===== config.mk =====
export PLATFORM = sky130hd
export DESIGN_NAME = button_conditioner
export DESIGN_NICKNAME = d
export VERILOG_FILES = /design/src/rtl/button_conditioner.sv
export SDC_FILE = /design/constraint.sdc
export NUM_CORES = 1
export LEC_CHECK = 0
export CAP_MARGIN = 20
export CORE_MARGIN = 2
export CORE_UTILIZATION = 37
export DETAILED_ROUTE_END_ITERATION = 10
export PLACE_DENSITY = 0.58
export SETUP_SLACK_MARGIN = 0.05
export SYNTH_ARGS = -nofsm -noshare
export SYNTH_HDL_FRONTEND = slang
export SYNTH_SLANG_ARGS = --single-unit

===== constraint.sdc =====
create_clock -name Clk -period 3.6 [get_ports Clk]
set_input_delay 1.08 -clock Clk [delete_from_list [all_inputs] [get_ports Clk]]
set_output_delay 1.08 -clock Clk [all_outputs]
set_load 0.02 [all_outputs]

===== src/rtl/button_conditioner.sv =====
`default_nettype none
// ============================================================================
//  Module   : button_conditioner
//  Purpose  : Turns raw, bouncy, active-low push buttons into clean
//             clock-synchronous level / press / release signals. Each channel
//             has a 2-flop synchronizer, a counter-based debounce FSM and
//             registered single-cycle edge pulses. press[i] is the load
//             strobe consumed downstream, so one physical press yields one
//             strobe regardless of contact bounce.
//             "release" is a reserved word, so that pulse is release_pulse.
//  Revision : 1.0  initial release
// ============================================================================
module button_conditioner #(
    parameter int N_BTN           = 2,
    parameter int DEBOUNCE_CYCLES = 500000
) (
    input  logic             Clk,
    input  logic             reset,
    input  logic [N_BTN-1:0] btn_n,
    output logic [N_BTN-1:0] level,
    output logic [N_BTN-1:0] press,
    output logic [N_BTN-1:0] release_pulse,
    output logic             any_held
);

    // Counter width is derived from the debounce length, never overridden.
    localparam int CNT_W = $clog2(DEBOUNCE_CYCLES);
    localparam logic [CNT_W-1:0] c_cnt_max = CNT_W'(DEBOUNCE_CYCLES - 1);

    typedef enum logic [1:0] {
        ST_RELEASED  = 2'b00,
        ST_ARMING    = 2'b01,
        ST_PRESSED   = 2'b10,
        ST_DISARMING = 2'b11
    } state_t;

    logic [N_BTN-1:0] level_d, press_d, release_d;
    logic [N_BTN-1:0] level_q, press_q, release_q;
    logic             any_held_d, any_held_q;

    for (genvar i = 0; i < N_BTN; i++) begin : g_ch
        logic             s1_q, s1_d;
        logic             s2_q, s2_d;
        state_t           state_q, state_d;
        logic [CNT_W-1:0] cnt_q, cnt_d;
        logic             press_nxt, release_nxt;

        // Synchronizer and debounce state; sync flops reset to "released".
        always_ff @(posedge Clk or posedge reset) begin
            if (reset) begin
                s1_q    <= 1'b1;
                s2_q    <= 1'b1;
                state_q <= ST_RELEASED;
                cnt_q   <= '0;
            end else begin
                s1_q    <= s1_d;
                s2_q    <= s2_d;
                state_q <= state_d;
                cnt_q   <= cnt_d;
            end
        end

        // Debounce FSM: counter compared before increment and cleared on
        // every state change, so it can never wrap.
        always_comb begin
            s1_d        = btn_n[i];
            s2_d        = s1_q;
            state_d     = state_q;
            cnt_d       = cnt_q;
            press_nxt   = 1'b0;
            release_nxt = 1'b0;
            case (state_q)
                ST_RELEASED: begin
                    if (!s2_q) begin
                        state_d = ST_ARMING;
                        cnt_d   = '0;
                    end
                end
                ST_ARMING: begin
                    if (s2_q) begin
                        state_d = ST_RELEASED;
                        cnt_d   = '0;
                    end else if (cnt_q == c_cnt_max) begin
                        state_d   = ST_PRESSED;
                        cnt_d     = '0;
                        press_nxt = 1'b1;
                    end else begin
                        cnt_d = cnt_q + 1'b1;
                    end
                end
                ST_PRESSED: begin
                    if (s2_q) begin
                        state_d = ST_DISARMING;
                        cnt_d   = '0;
                    end
                end
                ST_DISARMING: begin
                    if (!s2_q) begin
                        state_d = ST_PRESSED;
                        cnt_d   = '0;
                    end else if (cnt_q == c_cnt_max) begin
                        state_d     = ST_RELEASED;
                        cnt_d       = '0;
                        release_nxt = 1'b1;
                    end else begin
                        cnt_d = cnt_q + 1'b1;
                    end
                end
                default: begin
                    state_d = ST_RELEASED;
                    cnt_d   = '0;
                end
            endcase
        end

        // Level follows the next state so it moves in the same cycle as the pulse.
        assign level_d[i]   = (state_d == ST_PRESSED) || (state_d == ST_DISARMING);
        assign press_d[i]   = press_nxt;
        assign release_d[i] = release_nxt;
    end

    // any_held is built from next-state levels so it aligns with level.
    always_comb begin
        any_held_d = |level_d;
    end

    // Registered outputs.
    always_ff @(posedge Clk or posedge reset) begin
        if (reset) begin
            level_q    <= '0;
            press_q    <= '0;
            release_q  <= '0;
            any_held_q <= 1'b0;
        end else begin
            level_q    <= level_d;
            press_q    <= press_d;
            release_q  <= release_d;
            any_held_q <= any_held_d;
        end
    end

    assign level         = level_q;
    assign press         = press_q;
    assign release_pulse = release_q;
    assign any_held      = any_held_q;

endmodule
`default_nettype wire


---- Word level (Yosys, flattened, before mapping) ----
Cells that the tools add are included.
word-level totals
  output and inout port bits .............. 7
  input port bits ......................... 4
  flip-flop bits (word level) ............. 53
  word-level logic and storage cells ...... 73
cells by class
  add/subtract/negate cells ............... 2
  eq/ne operators ......................... 16
  reductions and logical operators ........ 7
  mux-type cells .......................... 36
operators by type and width
  kind                                                 number
  2-to-1 mux 19 bit                                    10
  one-hot mux 19 bit (4 select lines)                  2
  adder 19 x 1 -> 19 bit, second input constant        2
  equality test 19 bit, second input constant          2
  2-to-1 mux 2 bit                                     12
  equality test 2 bit, second input constant           8
  one-hot mux 2 bit (4 select lines)                   2
  2-to-1 mux 1 bit                                     10
  != test 2 bit, second input constant                 4
  equality test 2 x 1 -> 1 bit, second input constant  2
  zero test 2 bit                                      2
  AND reduction 2 bit                                  2
  logical OR 1 bit                                     2
  OR reduction 2 bit                                   1

---- Depth between registers and ports, before layout ----
  word-level depth ........................ 7
  depth in mapped cells ................... 7
  mapped depth without buffers ............ 6

---- Worst setup path after synthesis ----
Ideal clock, no wire load.
  kind .................................... register to register
  from .................................... reg g_ch[1].cnt_q[0]
  to ...................................... reg any_held_q, in the netlist any_held
  cell stages (with the launch flop) ...... 8
  path buffers ............................ 1
  library setup time ...................... 124 ps
  data arrival time ....................... 1726 ps
  required time ........................... 3476 ps
  period minus slack after synthesis ...... 1850 ps
  slack ................................... 1750 ps
  cells stage by stage .................... dfrtp_1 -> ha_1 -> and4_1 -> nand4b_1 -> or3_1 -> clkbuf_2 -> mux2i_1 -> or2_1
on the way
  cells in the longest elaborated chain, start to end .. 7
  elaborated cells on any way between the ends .. 10
  those cells by class .................... eq/ne: 3; mux: 5; reduce/logical: 2
ends and longest elaborated chain
  item                                  line     RTL
  start: declaration                    45       logic [CNT_W-1:0] cnt_q, cnt_d;
  start signal: assignment              59       cnt_q <= cnt_d;
  equality test 19 bit *                83, 101
  2-to-1 mux 2 bit (on tied branches)   101, 83
  2-to-1 mux 2 bit (on tied branches)   98, 80
  one-hot mux 2 bit (4 select lines) *  72       case (state_q)
  named net g_ch[1].state_d[1]          44       state_t state_q, state_d;
  equality test 2 bit                   117      assign level_d[i] = (state_d == ST_PRESSED) || (state_d == ST_DISARMING);
  logical OR 1 bit *                    117
  OR reduction 2 bit *                  124      any_held_d = |level_d;
  named net any_held_d                  39       logic any_held_d, any_held_q;
  end signal: assignment                138      any_held_q <= any_held_d;
  end: declaration                      39
Mark *: on every way through the listed nets, which the timed path passes. The rest lies on a longest branch.
A chain may end at the register's enable or synchronous reset.

---- Final worst setup path ----
  from .................................... reg release_q[0], in the netlist release_pulse[0]
  to ...................................... out release_pulse[0]
RTL lines
  item                      line  RTL
  start: declaration        38    logic [N_BTN-1:0] level_q, press_q, release_q;
  start signal: assignment  137   release_q <= release_d;
  end: declaration          22    output logic [N_BTN-1:0] release_pulse,
No word-level cell between the ends.

==> results.toml <==
[layout]
drive_above_1_share_pct = 8.30
nets = 294
area_growth_syn_to_layout_pct = 11.3
antenna_cells = 0
instances_no_fill = 385
utilization_pct = 42.9

[grt]
grt_max_degree = 32
grt_overflow_total = 0
grt_antenna_before_repair = 0
grt_pass1_wl_um = 9170
grt_use_total_pct = 14.8
grt_pass1_vias = 1899

[setup_path]
critPathBufInv = 1
cp-start-kind = "register"
crit_path_end_kind = "primary output"
crit_chain = "clkdlybuf4s50_1"
r2r_setup_slack_ns = 1.28
r2r_end = "g_ch[1].cnt_q[10]$_DFFE_PP0P_"
arrival_ns = 1.26
crit_slowest_cell = "clkdlybuf4s50_1"
path_delay_family = "buffers and inverters"
r2r_start = "g_ch[1].cnt_q[0]$_DFFE_PP0P_"
crit_start = "release_pulse[0]$_DFF_PP0_"
reg2reg_depth = 6
crit_required_ns = 2.52
critical-path-max-stage-delay_ns = 0.60
critPathKind = "register to primary output"
cp.depth = 1
worstSetupEndpoint = "release_pulse[0]"
critPathMaxFanout = 1

[detailed_routing]
viasPerCell = 5.33
wirelength_um = 5330
drtIter0Drc = 102
drc = 0
drt-pass1-iter-count = 4
drtAntennaViolNets = 0
route.detailed.wl_per_inst_um = 13.8
vias = 2051

[synthesis]
async_reset_ff_share_pct = 100
ys_ff_latch = 53
synth_edf_count = 0
synth_cells = 275
synth_common_cells = "dfrtp_1, nand2_1, nor2_1, nand3_1, o21ai_0"
synth.cell_area_um2 = 2650
ys.flop_type = "dfrtp_1"
synth.area.top_cells = "dfrtp_1, nand2_1, dfstp_2, nand3_1, nor2_1"
yosysMostFrequentCell = "dfrtp_1"
seq_area_frac_synth_pct = 50.3
avgSynthCellArea_um2 = 9.63
post-synth-top-area-fraction_pct = 46.3
yosysUniqueCellTypes = 49
syn-num-nets = 281
synth_top_area_cell = "dfrtp_1"
synth_warnings = 0

[placement]
dp_cells = 377
dp_hpwl_um = 3710
port_buffers = 10
globalplace.congestion = 0.770

[timing]
fin_worst_skew_ns = 0.0127
fin_crit_sh_pct = 65.0
finalSetupViolations = 0
fmax_mhz = 427
slew_headroom_pct = 35.4
rsz0062_at_grt = "no"
finalCriticalPeriod_ns = 2.34
fin_tns_setup_ns = 0
drv_slew = 0
hold_viol = 0
worst_pin_slew_ns = 0.966

[die]
start_util_pct = 38.6
rows = 30
core_area_um2 = 6870
chipWidth_um = 88.6
die-area_um2 = 7850
dieHeight_um = 88.6
io_pins = 11

[clock_network]
postCtsSetupBuffers = 0
ctsHoldBuffers = 0
cts_repair_resize_count = 0
clk-insertion-delay-late_ns = 0.32
numCtsBuffers = 5
root_buffer = "clkbuf_8"
cts.clk_slew.worst_paths_ns = 0.10
clockBufferDepth = 2
cts_tree = "done"
htreeDepth = 2
clock-sinks = 53

[min_path]
min_path_type = "register to register"

[pwr]
ir_drop_mv = 0.184
power_leakage_nw = 1.20
cellPowerDensity_nw_per_um2 = 348

[run_status]
status = "finished clean"

[run]
maxCapViolCount = 0
==> per-stage QoR <==
step	setup slack [ns]	cell area, um2	hold WS, ns	power (mW)
2_1_floorplan	1.24	2650	0.345	0.658
3_3_place_gp	1.29	2850	0.347	0.675
3_5_place_dp	1.26	2850	0.348	0.675
4_1_cts	1.23	2950	0.364	1.05
5_1_grt	0.977	2950	0.366	1.08
6_report	1.26	2950	0.363	1.03
==> cell usage in the layout, fill, tap and decap left out, drive strengths merged, types with 3 or more instances in the layout <==
cell type,instances
a21o,4
a21oi,8
and2,5
and3,3
and4,4
clkbuf,5
clkdlybuf4s50,10
dfrtp,49
dfstp,4
inv,9
mux2i,6
nand2,33
nand3,21
nand4,10
nor2,25
nor3,8
nor4,5
nor4b,6
o211ai,3
o21ai,20
or2,5
or3,6
xnor2,10
xor2,4
==> metal layers <==
metal / track usage (%) / share of wire, % / vias up
met3: 4.20 / 3.6 / 11
met1: 20.4 / 48 / 978
met5: 0 / 0 / -
met2: 22.7 / 47 / 41
met4: 4.82 / 1.2 / 0
li1: - / - / 1021
==> kinds of logic (layout without fill, tap and decap cells) <==
group           count (synthesis)  after routing  synth area share, %
simple gates                  141            141                 28.8
compound gates                 46             46                 10.9
buf+inv                        13             27                 2.22
xor+xnor                       14             14                 4.63
flops                          53             53                 50.3
mux                             6              6                 2.27
fa+ha+maj                       2              2                0.945
==> final cells by class <==
class,instances,area [um2]
fill,669,3920
sequential,53,1330
multi-input combinational,209,1260
tap,96,120
timing repair buffer,12,115
clock buffer,5,68.8
clock inverter,3,28.8
inverter,7,26.3
==> power by group <==
group | total (mW) | switching, mW | internal [mW]
combinational | 0.0511 | 0.0362 | 0.0149
clock | 0.365 | 0.219 | 0.146
sequential | 0.611 | 0.00734 | 0.604
==> sequential cells by signal, summed over array words and instances (netlist names) <==
signal,count
any_held,1
g_ch.cnt_q,38
g_ch.s1_q,2
g_ch.s2_q,2
g_ch.state_q,4
level,2
press,2
release_pulse,2
==> worst min path at each step <==
| stage | start | slack, ns | end | cells after the start |
|---|---|---|---|---|
| finish | g_ch[0].s1_q$_DFF_PP1_ | 0.36 | g_ch[0].s2_q$_DFF_PP1_ | 0 |
| global route | g_ch[0].s1_q$_DFF_PP1_ | 0.37 | g_ch[0].s2_q$_DFF_PP1_ | 0 |
| CTS | g_ch[0].s1_q$_DFF_PP1_ | 0.36 | g_ch[0].s2_q$_DFF_PP1_ | 0 |
| detailed placement | g_ch[0].s1_q$_DFF_PP1_ | 0.35 | g_ch[0].s2_q$_DFF_PP1_ | 0 |
| global placement | g_ch[0].s1_q$_DFF_PP1_ | 0.35 | g_ch[0].s2_q$_DFF_PP1_ | 0 |
| floorplan | g_ch[0].s1_q$_DFF_PP1_ | 0.35 | g_ch[0].s2_q$_DFF_PP1_ | 0 |
Power figures use the tool's default switching activity.
